--- config.mk ---
export PLATFORM = sky130hd
export DESIGN_NAME = mult_booth_seq
export DESIGN_NICKNAME = d
export VERILOG_FILES = /design/src/rtl/mult_booth_seq.sv
export SDC_FILE = /design/constraint.sdc
export NUM_CORES = 1
export LEC_CHECK = 0
export ABC_AREA = 1
export CAP_MARGIN = 15
export CORE_ASPECT_RATIO = 0.8
export CORE_MARGIN = 2
export CORE_UTILIZATION = 57
export DETAILED_ROUTE_END_ITERATION = 7
export PLACE_DENSITY = 0.81
export RECOVER_POWER = 50
export SETUP_SLACK_MARGIN = 0.5
export SLEW_MARGIN = 5
export SYNTH_ARGS = -nofsm -noshare
export SYNTH_HDL_FRONTEND = slang
export SYNTH_SLANG_ARGS = --single-unit
--- constraint.sdc ---
create_clock -name clk -period 3.1 [get_ports clk]
set_input_delay 0.31 -clock clk [delete_from_list [all_inputs] [get_ports clk]]
set_output_delay 0.31 -clock clk [all_outputs]
set_load 0.05 [all_outputs]
--- src/rtl/mult_booth_seq.sv ---
// Sequential radix-2 Booth multiplier: one Booth step per clock over WIDTH+1 steps,
// full 2*WIDTH-bit product for signed or unsigned operands, start/busy/done handshake.
module mult_booth_seq #(
    parameter int WIDTH = 32
) (
    input  logic               clk,
    input  logic               reset,
    input  logic               start,
    input  logic               sign,
    input  logic [WIDTH-1:0]   a,
    input  logic [WIDTH-1:0]   b,
    output logic               busy,
    output logic               done,
    output logic [2*WIDTH-1:0] z
);

    localparam int W1 = WIDTH + 1;
    localparam int PW = 2 * W1 + 1;
    localparam int CW = $clog2(W1 + 1);

    typedef enum logic {IDLE, RUN} state_t;

    state_t                r_state;
    state_t                w_state_nxt;
    logic signed [W1-1:0]  r_m;
    logic signed [W1-1:0]  r_m_neg;
    logic [PW-1:0]         r_p;
    logic [CW-1:0]         r_cnt;
    logic                  r_done;
    logic [2*WIDTH-1:0]    r_z;

    logic signed [W1-1:0]  w_ext_a;
    logic signed [W1-1:0]  w_ext_b;
    logic [PW-1:0]         w_p_step;
    logic                  w_last;

    // One Booth step: conditional add on the upper W1 bits, then arithmetic shift right.
    function automatic logic [PW-1:0] booth_step(input logic [PW-1:0] p,
                                                 input logic [W1-1:0] m,
                                                 input logic [W1-1:0] m_neg);
        logic [W1-1:0] hi;
        case (p[1:0])
            2'b01:   hi = p[PW-1:W1+1] + m;
            2'b10:   hi = p[PW-1:W1+1] + m_neg;
            default: hi = p[PW-1:W1+1];
        endcase
        return {hi[W1-1], hi, p[W1:1]};
    endfunction

    // The extra bit makes unsigned operands non-negative so one signed algorithm covers both modes.
    assign w_ext_a  = sign ? {a[WIDTH-1], a} : {1'b0, a};
    assign w_ext_b  = sign ? {b[WIDTH-1], b} : {1'b0, b};
    assign w_p_step = booth_step(r_p, r_m, r_m_neg);
    assign w_last   = (r_cnt == CW'(W1 - 1));

    always_ff @(posedge clk or negedge reset) begin
        if (!reset) begin
            r_state <= IDLE;
        end else begin
            r_state <= w_state_nxt;
        end
    end

    always_comb begin
        w_state_nxt = r_state;
        case (r_state)
            IDLE:    if (start)  w_state_nxt = RUN;
            RUN:     if (w_last) w_state_nxt = IDLE;
            default: w_state_nxt = IDLE;
        endcase
    end

    always_ff @(posedge clk or negedge reset) begin
        if (!reset) begin
            r_m     <= '0;
            r_m_neg <= '0;
            r_p     <= '0;
            r_cnt   <= '0;
            r_done  <= 1'b0;
            r_z     <= '0;
        end else begin
            r_done <= 1'b0;
            case (r_state)
                IDLE: begin
                    if (start) begin
                        r_m     <= w_ext_a;
                        r_m_neg <= -w_ext_a;
                        r_p     <= {{W1{1'b0}}, w_ext_b, 1'b0};
                        r_cnt   <= '0;
                    end
                end
                RUN: begin
                    r_p   <= w_p_step;
                    r_cnt <= r_cnt + CW'(1);
                    if (w_last) begin
                        r_z    <= w_p_step[2*WIDTH:1];
                        r_done <= 1'b1;
                    end
                end
                default: ;
            endcase
        end
    end

    always_comb begin
        busy = (r_state == RUN);
        done = r_done;
        z    = r_z;
    end

endmodule

==> impl_metrics.env <==
export IMPL_outcome="complete, but fails checks"
export IMPL_violations="max-capacitance violations, max-slew violations"
export IMPL_worstPathMaxFanout=36
export IMPL_die_w_um=163
export IMPL_cts_sinks=203
export IMPL_netlist_area_um2=11600
export IMPL_endpoint_kind="flop"
export IMPL_syn_nets=1683
export IMPL_wire_per_inst_um=17.1
export IMPL_cts_tree="yes"
export IMPL_synth_seq_area_share_pct=43.8
export IMPL_crit_required_ps=3530
export IMPL_synth_common_cells="554 x nand2_1, 221 x inv_1, 203 x dfrtp_1"
export IMPL_die_y_um=132
export IMPL_finalSetupTns_ps=0
export IMPL_critPathMaxStageDelay_ps=820
export IMPL_n_fill_cell=1449
export IMPL_place_gp_congestion=0.985
export IMPL_clk_pin_slew_ps=60
export IMPL_post_route_period_util_pct=88.9
export IMPL_dieArea_um2=21500
export IMPL_clockBufferDepth=3
export IMPL_start_kind="flop"
export IMPL_syn_avg_cell_area_um2=7.35
export IMPL_hold_viol=0
export IMPL_nets=1830
export IMPL_antenna_cells=0
export IMPL_drv_slew=244
export IMPL_worst_pin_slew_ps=2240
export IMPL_synthArstFlopShare_pct=100
export IMPL_grt_antenna_before_repair=0
export IMPL_synth_most_common_cell="nand2_1"
export IMPL_clk_latency_ps=520
export IMPL_htreeDepth=1
export IMPL_io_buffers=133
export IMPL_vias=11300
export IMPL_max_freq_mhz=363
export IMPL_grt_use_total_pct=31.5
export IMPL_cts_root_buf="clkbuf_16"
export IMPL_vias_per_cell=5.61
export IMPL_synth_cell_type_count=41
export IMPL_core_um2=19900
export IMPL_setup_viol=0
export IMPL_synth_edff_count=0
export IMPL_grt_max_degree=104
export IMPL_synthCells=1578
export IMPL_ys_warn_count=0
export IMPL_slew_limit_headroom_pct=-49.0
export IMPL_drt_wl_total_um=34300
export IMPL_path_cells="inv_1 -> nand2_2 -> inv_1 -> clkbuf_1 -> nand2_1 -> o211ai_1"
export IMPL_synth_top_area_share_pct=43.8
export IMPL_dp_final_hpwl_um=23700
export IMPL_finalClockSkew_ps=16.0
export IMPL_cts_buffers=21
export IMPL_start_util_pct=58.2
export IMPL_drive_gt1_share_pct=17.7
export IMPL_first_pass_iters=6
export IMPL_ios=134
export IMPL_synth_seq_cells=203
export IMPL_synth_area_leaders="dfrtp_1 44%, nand2_1 18%, inv_1 7.2%, nand3_1 5.1%, o21ai_0 4.7%"
export IMPL_cpMostUsedCell="inv_1"
export IMPL_rows=46
export IMPL_period_needed_ps=2760
export IMPL_antenna_left=0
export IMPL_maxCapViolCount=4
export IMPL_area_growth_pct=31.7
export IMPL_cp_arrival_ps=3190
export IMPL_slowest_stage="inv_1"
export IMPL_hp_class="in -> reg"
export IMPL_drc=0
export IMPL_synthFlopType="dfrtp_1"
export IMPL_grt_pass1_vias=10400
export IMPL_path_class="reg -> reg"
export IMPL_drt_initial_drc_count=1172
export IMPL_grt_overflow=0
export IMPL_synth_top_cell_by_area="dfrtp_1"
export IMPL_rsz0062_at_grt="yes"
export IMPL_grt_pass1_wl_um=54200
-- registers in the layout, indices dropped and copies added (netlist names) --
name	cells
r_p	66
done	1
z	64
r_m	33
busy	1
r_m_neg	32
r_cnt	6
-- cell type report --
cell class	instances	area, um^2	share of cell area [%]
clock buffers	27	588	3.85
inverters	224	841	5.51
multi-input cells	1095	6560	43.0
flip-flops and latches	203	5080	33.3
well taps	264	330	2.16
repair buffers	180	1780	11.6
clock inverters	11	92.6	0.606
-- layer usage --
metal	track usage [%]	routed length, um
met1	50.3	15800
met2	45.4	14900
met3	4.64	2970
met4	6.38	597
met5	0	0
-- worst max-delay path: cells and delay by family (launching register included) --
kind | cells | cell delay [ps]
and+or+nand+nor | 2 | 240
AOI/OAI and AO/OA | 1 | 220
DFF | 1 | 490
buffers and inverters | 3 | 1710
-- path summary, 6_finish.rpt --
path | start | end | slack [ps] | cells past startpoint
worst min register to register | z[51]$_DFFE_PN0P_ | z[51]$_DFFE_PN0P_ | 480 | 2
worst max-delay path | busy$_DFF_PN0_ | r_m_neg[9]$_DFFE_PN0P_ | 340 | 6
worst min-delay path | b[10] | r_p[11]$_DFFE_PN0P_ | 390 | 3
worst max register to register | busy$_DFF_PN0_ | r_m_neg[9]$_DFFE_PN0P_ | 340 | 6
max in group asynchronous | reset | z[18]$_DFFE_PN0P_ | 630 | 3
min in group asynchronous | reset | z[63]$_DFFE_PN0P_ | 980 | 2
-- repair_timing --
item                                    CTS  global route
pin swaps                                22            34
hold buffers                              1             0
gates cloned                              2             2
endpoints found under the setup margin   56            53
hold endpoints to repair                 83             0
setup buffers                             8            10
gates resized for setup                 136           130
-- metrics by stage --
step           worst slack (ps)  hold slack, ps  instances  utilization (%)  cell area, um^2
5_1_grt                     221             400       2004             76.7            15300
3_5_place_dp                101             409       1943             66.6            13300
4_1_cts                     477             382       1992             73.8            14700
3_3_place_gp                175             409       1943             66.6            13300
2_1_floorplan               476            14.4       1578                -            11600
6_report                    344             393       2004             76.7            15300
-- cells in the final DEF (no fill, tap or decap), types with 19 or more instances in the layout --
cell type,netlist,layout
nor2_1,83,58
dfrtp_1,203,203
nand2_2,2,47
o221ai_1,32,32
nor2_4,3,20
nand2_4,1,19
nand2_1,554,491
ha_4,0,24
clkbuf_16,0,23
o21ai_0,108,87
buf_4,0,29
inv_1,221,214
clkdlybuf4s50_1,0,132
nand3_1,118,97
-- cells by family after synthesis --
logic type / share of synthesized area [%]
AOI/OAI and AO/OA: 10.6
adders and majority gates: 4.06
DFF: 43.8
buffers and inverters: 9.12
and+or+nand+nor: 29.6
muxes: 1.79
xor gates and xnor gates: 1.06
Power is not shown: default switching activity piles up to over one toggle a cycle in this logic, so the estimate is an artifact.
